File: config.mk
export PLATFORM = sky130hd
export DESIGN_NAME = hsid_mse_sched
export DESIGN_NICKNAME = d
export VERILOG_FILES = /design/src/rtl/hsid_pkg.sv /design/src/rtl/hsid_min_tracker.sv /design/src/rtl/hsid_mse_sched.sv
export SDC_FILE = /design/constraint.sdc
export NUM_CORES = 1
export LEC_CHECK = 0
export BUFFER_PORTS_ARGS = -buffer_cell sky130_fd_sc_hd__buf_2
export CAP_MARGIN = 0
export CORE_MARGIN = 2
export CORE_UTILIZATION = 43
export CTS_CLUSTER_DIAMETER = 60
export DETAILED_ROUTE_END_ITERATION = 7
export HOLD_SLACK_MARGIN = 0.15
export PLACE_DENSITY = 0.86
export REMOVE_ABC_BUFFERS = 1
export SYNTH_ARGS = -nofsm -noshare
export SYNTH_HDL_FRONTEND = slang
export SYNTH_HIERARCHICAL = 1
export SYNTH_SLANG_ARGS = --single-unit
File: constraint.sdc
create_clock -name clk -period 2.4 [get_ports clk]
set_clock_uncertainty 0.2 [all_clocks]
set_input_delay 0.36 -clock clk [delete_from_list [all_inputs] [get_ports clk]]
set_output_delay 0.36 -clock clk [all_outputs]
set_load 0.005 [all_outputs]
File: src/rtl/hsid_pkg.sv
// rtl/hsid_pkg.sv - shared widths, limits and FSM states for the hsid MSE scheduler
package hsid_pkg;

  localparam int unsigned HSID_WORD_WIDTH    = 32;
  localparam int unsigned HSID_DATA_WIDTH    = 16;
  localparam int unsigned HSID_BANDS_WIDTH   = 8;
  localparam int unsigned HSID_LIBRARY_WIDTH = 8;

  // Smallest band count the MSE datapath can process.
  localparam int unsigned HSID_MIN_BANDS = 5;

  typedef enum logic [2:0] {
    IDLE   = 3'd0,
    CLEAR  = 3'd1,
    STREAM = 3'd2,
    DRAIN  = 3'd3,
    DONE   = 3'd4,
    ERROR  = 3'd5
  } hsid_sched_state_t;

endpackage

File: src/rtl/hsid_min_tracker.sv
// rtl/hsid_min_tracker.sv - running minimum over MSE results with overflow exclusion
// Ports: clk/rst; clear re-arms (value all-ones, ref 0, invalid); take accepts one
// result (value, result_ref, mse_of, acc_of); min_value/min_ref/min_valid hold the best so far.
module hsid_min_tracker #(
  parameter int VALUE_WIDTH = 32,
  parameter int REF_WIDTH   = 8
) (
  input  logic                   clk,
  input  logic                   rst,
  input  logic                   clear,
  input  logic                   take,
  input  logic [VALUE_WIDTH-1:0] value,
  input  logic [REF_WIDTH-1:0]   result_ref,
  input  logic                   mse_of,
  input  logic                   acc_of,
  output logic [VALUE_WIDTH-1:0] min_value,
  output logic [REF_WIDTH-1:0]   min_ref,
  output logic                   min_valid
);

  logic usable;
  logic better;

  // Overflowed results are counted by the scheduler but never compete.
  assign usable = take && !mse_of && !acc_of;
  // Strict less-than: results arrive in reference order, so a tie keeps the lower reference.
  assign better = !min_valid || (value < min_value);

  always_ff @(posedge clk) begin
    if (rst) begin
      min_value <= '0;
      min_ref   <= '0;
      min_valid <= 1'b0;
    end else if (clear) begin
      min_value <= '1;
      min_ref   <= '0;
      min_valid <= 1'b0;
    end else if (usable && better) begin
      min_value <= value;
      min_ref   <= result_ref;
      min_valid <= 1'b1;
    end
  end

endmodule

File: src/rtl/hsid_mse_sched.sv
// rtl/hsid_mse_sched.sv - streams pixel and library vectors into the MSE unit and picks the minimum
// Ports: start/abort control; hsp_bands/hsp_library run configuration; pix_rd_*/lib_rd_*
// word memory reads (1-cycle latency); band_pack_* and mse_clear drive the MSE unit;
// mse_* result stream in; busy/done/error status; min_mse_* classification result.
module hsid_mse_sched
  import hsid_pkg::*;
#(
  parameter int WORD_WIDTH        = HSID_WORD_WIDTH,
  parameter int DATA_WIDTH        = HSID_DATA_WIDTH,
  parameter int HSP_BANDS_WIDTH   = HSID_BANDS_WIDTH,
  parameter int HSP_LIBRARY_WIDTH = HSID_LIBRARY_WIDTH
) (
  input  logic                                        clk,
  input  logic                                        rst,
  input  logic                                        start,
  input  logic                                        abort,
  input  logic [HSP_BANDS_WIDTH-1:0]                  hsp_bands,
  input  logic [HSP_LIBRARY_WIDTH-1:0]                hsp_library,
  output logic                                        pix_rd_en,
  output logic [HSP_BANDS_WIDTH-2:0]                  pix_rd_addr,
  input  logic [WORD_WIDTH-1:0]                       pix_rd_data,
  output logic                                        lib_rd_en,
  output logic [HSP_LIBRARY_WIDTH+HSP_BANDS_WIDTH-2:0] lib_rd_addr,
  input  logic [WORD_WIDTH-1:0]                       lib_rd_data,
  output logic                                        mse_clear,
  output logic                                        band_pack_start,
  output logic                                        band_pack_last,
  output logic                                        band_pack_valid,
  output logic [WORD_WIDTH-1:0]                       band_pack_a,
  output logic [WORD_WIDTH-1:0]                       band_pack_b,
  output logic [HSP_LIBRARY_WIDTH-1:0]                vctr_ref,
  output logic [HSP_BANDS_WIDTH-1:0]                  mse_hsp_bands,
  input  logic [WORD_WIDTH-1:0]                       mse_value,
  input  logic [HSP_LIBRARY_WIDTH-1:0]                mse_ref,
  input  logic                                        mse_valid,
  input  logic                                        mse_of,
  input  logic                                        acc_of,
  output logic                                        busy,
  output logic                                        done,
  output logic                                        error,
  output logic [WORD_WIDTH-1:0]                       min_mse_value,
  output logic [HSP_LIBRARY_WIDTH-1:0]                min_mse_ref,
  output logic                                        min_valid
);

  localparam int PAW = HSP_BANDS_WIDTH - 1;
  localparam logic [HSP_BANDS_WIDTH-1:0]   MIN_BANDS = HSP_BANDS_WIDTH'(HSID_MIN_BANDS);
  localparam logic [PAW-1:0]               ONE_P     = {{(PAW-1){1'b0}}, 1'b1};
  localparam logic [HSP_LIBRARY_WIDTH-1:0] ONE_L     = {{(HSP_LIBRARY_WIDTH-1){1'b0}}, 1'b1};
  localparam logic [HSP_LIBRARY_WIDTH:0]   ONE_C     = {{HSP_LIBRARY_WIDTH{1'b0}}, 1'b1};

  hsid_sched_state_t state, state_nxt;

  logic [HSP_BANDS_WIDTH-1:0]   bands_q;
  logic [HSP_LIBRARY_WIDTH-1:0] lib_q;
  logic [HSP_LIBRARY_WIDTH-1:0] vctr_idx;
  logic [PAW-1:0]               word_idx;
  logic [PAW-1:0]               last_word;
  logic [HSP_LIBRARY_WIDTH:0]   res_cnt;
  logic                         odd_last_q;
  logic                         idle_like, start_go, abort_go;
  logic                         rd_en, final_rd, res_take;

  // Index of the last word of a vector: ceil(bands/2)-1 without widening.
  assign last_word = bands_q[0] ? bands_q[HSP_BANDS_WIDTH-1:1]
                                : bands_q[HSP_BANDS_WIDTH-1:1] - ONE_P;

  assign busy      = (state == CLEAR) || (state == STREAM) || (state == DRAIN);
  assign done      = (state == DONE);
  assign error     = (state == ERROR);
  assign idle_like = (state == IDLE) || (state == DONE) || (state == ERROR);
  assign start_go  = start && !abort && idle_like;
  assign abort_go  = abort && busy;

  // An abort suppresses the read issued in the same cycle so nothing reaches the MSE unit.
  assign rd_en    = (state == STREAM) && !abort;
  assign final_rd = rd_en && (word_idx == last_word) && (vctr_idx == lib_q - ONE_L);
  assign res_take = mse_valid && ((state == STREAM) || (state == DRAIN));

  assign pix_rd_en     = rd_en;
  assign lib_rd_en     = rd_en;
  assign pix_rd_addr   = word_idx;
  assign lib_rd_addr   = {vctr_idx, word_idx};
  assign mse_hsp_bands = bands_q;

  always_comb begin
    state_nxt = state;
    case (state)
      IDLE, DONE, ERROR: begin
        if (start_go) begin
          if ((hsp_bands < MIN_BANDS) || (hsp_library == '0)) state_nxt = ERROR;
          else                                                state_nxt = CLEAR;
        end
      end
      CLEAR:   state_nxt = abort ? IDLE : STREAM;
      STREAM: begin
        if (abort)         state_nxt = IDLE;
        else if (final_rd) state_nxt = DRAIN;
      end
      DRAIN: begin
        if (abort)                          state_nxt = IDLE;
        else if (res_cnt == {1'b0, lib_q})  state_nxt = DONE;
      end
      default: state_nxt = IDLE;
    endcase
  end

  always_ff @(posedge clk) begin
    if (rst) begin
      state           <= IDLE;
      bands_q         <= '0;
      lib_q           <= '0;
      word_idx        <= '0;
      vctr_idx        <= '0;
      res_cnt         <= '0;
      mse_clear       <= 1'b0;
      band_pack_valid <= 1'b0;
      band_pack_start <= 1'b0;
      band_pack_last  <= 1'b0;
      vctr_ref        <= '0;
      odd_last_q      <= 1'b0;
    end else begin
      state     <= state_nxt;
      // Registered so the pulse lines up with the CLEAR cycle or the cycle after an abort.
      mse_clear <= (state_nxt == CLEAR) || abort_go;

      if (start_go) begin
        bands_q <= hsp_bands;
        lib_q   <= hsp_library;
      end

      if (state == CLEAR) begin
        word_idx <= '0;
        vctr_idx <= '0;
      end else if (rd_en) begin
        if (word_idx == last_word) begin
          word_idx <= '0;
          vctr_idx <= vctr_idx + ONE_L;
        end else begin
          word_idx <= word_idx + ONE_P;
        end
      end

      if (state == CLEAR)  res_cnt <= '0;
      else if (res_take)   res_cnt <= res_cnt + ONE_C;

      // Control travels one cycle behind the read so it meets the returned data.
      band_pack_valid <= rd_en;
      band_pack_start <= rd_en && (word_idx == '0);
      band_pack_last  <= rd_en && (word_idx == last_word);
      odd_last_q      <= rd_en && (word_idx == last_word) && bands_q[0];
      if (rd_en) vctr_ref <= vctr_idx;
    end
  end

  // With an odd band count the final word carries one real band in its upper half.
  always_comb begin
    band_pack_a = '0;
    band_pack_b = '0;
    if (band_pack_valid) begin
      band_pack_a = pix_rd_data;
      band_pack_b = lib_rd_data;
      if (odd_last_q) begin
        band_pack_a[DATA_WIDTH-1:0] = '0;
        band_pack_b[DATA_WIDTH-1:0] = '0;
      end
    end
  end

  hsid_min_tracker #(
    .VALUE_WIDTH (WORD_WIDTH),
    .REF_WIDTH   (HSP_LIBRARY_WIDTH)
  ) u_min_tracker (
    .clk        (clk),
    .rst        (rst),
    .clear      (state == CLEAR),
    .take       (res_take),
    .value      (mse_value),
    .result_ref (mse_ref),
    .mse_of     (mse_of),
    .acc_of     (acc_of),
    .min_value  (min_mse_value),
    .min_ref    (min_mse_ref),
    .min_valid  (min_valid)
  );

endmodule

==> impl_metrics.yaml <==
outcome:
  status: "finished, violations left"
  violations: "negative setup slack"
synth:
  synth_cells: 716
  synth_seq_area_share_pct: 33.1
  yosys-top-cells-area: "dfxtp_1 33%, ha_1 7.9%, and2_1 6.9%"
  synth_ff_type: "dfxtp_1"
  synthDistinctLibCells: 56
  synth_edf_count: 0
  netlist.area_leader.share_pct: 33.1
  yosys_warnings: 6
  synth_top_area_cell: "dfxtp_1"
  async_flop_share_pct: 0
  synth_seq_cells: 97
  avgSynthCellArea_sq_um: 8.18
  netlist_area_sq_um: 5860
routing:
  routedWlPerCell_um: 17.4
  routed_via_density: 5.50
  first_pass_iters: 5
  drc: 0
  drt_wl_total_mm: 21.5
  drtIter0Drc: 566
  ant_nets: 0
  vias: 6790
clocking:
  cts.htree.levels: 3
  cts.sinks: 97
  cts_buffer_depth: 2
  cts_made_buffers: 9
  clk_latency_ns: 0.35
  clk_pin_slew_ns: 0.07
  cts_tree: "done"
  root_buffer: "clkbuf_16"
sta:
  maxSlewHeadroom_pct: 58.2
  worst_pin_slew_ns: 0.623
  fin_crit_ns: 2.80
  rsz0062_at_grt: "true"
  finalCritPeriodShare_pct: 117
  fmax_mhz: 357
  finalMaxSlewViolations: 0
  setup_viol: 40
  timing.final.ws_setup_ns: -0.398
  hold_viol_final: 0
placement:
  io_buffers: 278
  place_ws_ns: -0.327
  gp_congestion: 0.881
  dpl.hpwl_mm: 14.3
setup_path:
  worstSetupPathType: "reg2reg"
  worstSetupEndpointType: "register"
  arrival_ns: 2.85
  crit_required_ns: 2.45
  start_kind: "register"
  crit_slowest_cell: "or4_4"
  max_stage_delay_ns: 0.51
  worstPathCellList: "inv_1 > ha_1 > nand2_1 > or4_4 > o32ai_4 > buf_4 > o41a_4 > clkbuf_16 > o21ai_1 > a21oi_1"
  worst-path-max-fanout: 10
die:
  rows: 42
  start_util_pct: 44.1
  core_sq_um: 13300
  die_y_um: 121
  ios: 279
  dieArea_sq_um: 14600
  die_w_um: 121
power:
  swShare_pct: 27.7
  max-vdd-ir-drop_mv: 0.476
  switchingPower_mw: 1.07
  p_seq_share_pct: 44.0
  power_frac_clock_pct: 36.4
  p_int_mw: 2.81
  pwr-share-comb_pct: 19.6
  p_leak_nw: 4.12
  power.density_nw_per_um2: 442
  p_total_mw: 3.88
grt:
  grt_usage_pct: 26.4
  grt_busiest_layer: "met2"
  grt_pass1_vias: 6288
  antenna_found_initial: 1
  grt_overflow: 0
  grtUsageMet3_pct: 6.32
  grt_first_pass_wirelength_mm: 30.8
  grtUsageMet1_pct: 30.3
  use_met2_pct: 47.5
  grt_max_degree: 34
finish:
  nNetsFinal: 1217
  area_growth_pct: 50.1
  drive_gt1_share_pct: 40.5
flow_run:
  cap_viol_max_count: 0
min_path:
  hold_path_class: "in2reg"
==> kinds of logic after synthesis <==
kind of cell / Yosys count / share of synthesized area [%]
simple gates: 235 / 22.1
compound gates: 183 / 18.9
buf+inv: 103 / 8.33
flops: 97 / 33.1
xor+xnor: 42 / 6.28
fa+ha+maj: 37 / 7.90
mux: 19 / 3.27
==> critical path, delay by kind of cell, from the launching register on <==
kind,cells,cell delay [ns]
DFF,1,0.39
AOI/OAI and AO/OA,4,0.74
and+or+nand+nor,2,0.60
buffers and inverters,3,0.45
adders and majority gates,1,0.31
==> state kept, by name (all words and copies together), names as in the netlist, 3 cells and up <==
name / cells
u_min_tracker/min_ref: 8
vctr_idx: 8
pix_rd_addr: 7
res_cnt: 9
lib_q: 8
u_min_tracker/min_value: 32
mse_hsp_bands: 8
vctr_ref: 8
state: 3
==> repair_timing <==
action	CTS	global route
hold buffers	38	0
setup buffers	3	2
cloned	2	3
pin swaps	19	15
endpoints found under the setup margin	40	56
endpoints found under the hold margin	37	0
gates resized for setup	25	40
==> cell usage after synthesis (all sizes together) (5+ instances only) <==
master,number
a21oi,73
and2,65
nand2b,6
buf,29
and3,7
a31o,5
nand4,16
nand3,14
a21o,5
ha,37
a31oi,34
mux2i,18
dfxtp,97
nor4,9
nor3,6
inv,46
or3,5
o21ai,48
xor2,20
nor2,53
nand2,37
xnor2,22
clkbuf,27
==> cell usage in the layout (no fill, tap or decap), types with 8 or more instances in the layout <==
cell	netlist	layout
inv_1	46	42
dfxtp_2	0	8
nor2_1	53	52
xor2_1	20	20
a21oi_1	73	71
clkbuf_16	0	12
xnor2_1	22	22
nand2_1	37	37
and2_1	65	65
nand4_1	16	16
dfxtp_1	97	89
ha_1	37	30
mux2i_1	18	18
dlygate4sd3_1	0	38
buf_4	11	52
o21ai_1	34	25
a31oi_1	34	25
nand3_1	14	14
buf_2	12	279
nor4_1	8	8
o21ai_0	14	9
o21ai_2	0	14
==> power by group through the flow <==
stage | Sequential [mW] | Combinational [mW] | Clock (mW)
6_report | 1.71 | 0.761 | 1.41
5_1_grt | 1.71 | 0.822 | 1.48
4_1_cts | 1.70 | 0.707 | 1.40
3_5_place_dp | 1.74 | 0.627 | 0
3_3_place_gp | 1.74 | 0.604 | 0
2_1_floorplan | 1.74 | 0.315 | 0
==> worst paths after layout <==
kind	from	end	slack (ns)	depth (start not counted)
setup reg to reg	u_min_tracker/min_value[7]$_SDFFE_PP0P_	u_min_tracker/min_value[7]$_SDFFE_PP0P_	-0.40	10
setup / recovery	u_min_tracker/min_value[7]$_SDFFE_PP0P_	u_min_tracker/min_value[7]$_SDFFE_PP0P_	-0.40	10
hold reg to reg	vctr_ref[2]$_SDFFE_PP0P_	vctr_ref[2]$_SDFFE_PP0P_	0.25	2
hold / removal	mse_value[25]	u_min_tracker/min_value[25]$_SDFFE_PP0P_	0.16	3
==> routing by layer <==
| layer | share of wire [%] | routed length (um) | up-vias |
|---|---|---|---|
| met5 | 0 | 0 | - |
| met1 | 38 | 8180 | 3164 |
| met3 | 8.6 | 1840 | 69 |
| met4 | 3.7 | 794 | 0 |
| li1 | - | - | 3156 |
| met2 | 50 | 10700 | 401 |
==> through the flow <==
step                util [%]  hold WS (ns)  cell area, sq um  cells  TNS [ns]
floorplan                  -         0.229              5550    660    -80.59
global placement        57.7         0.240              7670   1170     -7.99
detailed placement      57.7         0.245              7670   1170    -11.55
CTS                     63.9         0.151              8500   1229     -3.45
global route            66.2         0.168              8800   1235    -13.96
finish                  66.2         0.159              8800   1235    -12.23
==> layout make-up <==
type	count	area, sq um
diodes	1	2.50
inverters	47	176
clock buffers	13	260
well taps	176	220
fillers	1031	4500
flip-flops and latches	97	1950
multi-input cells	516	3770
repair buffers	382	2390
clock inverters	3	25.0
Note: power is estimated with default switching activity, not from simulation.
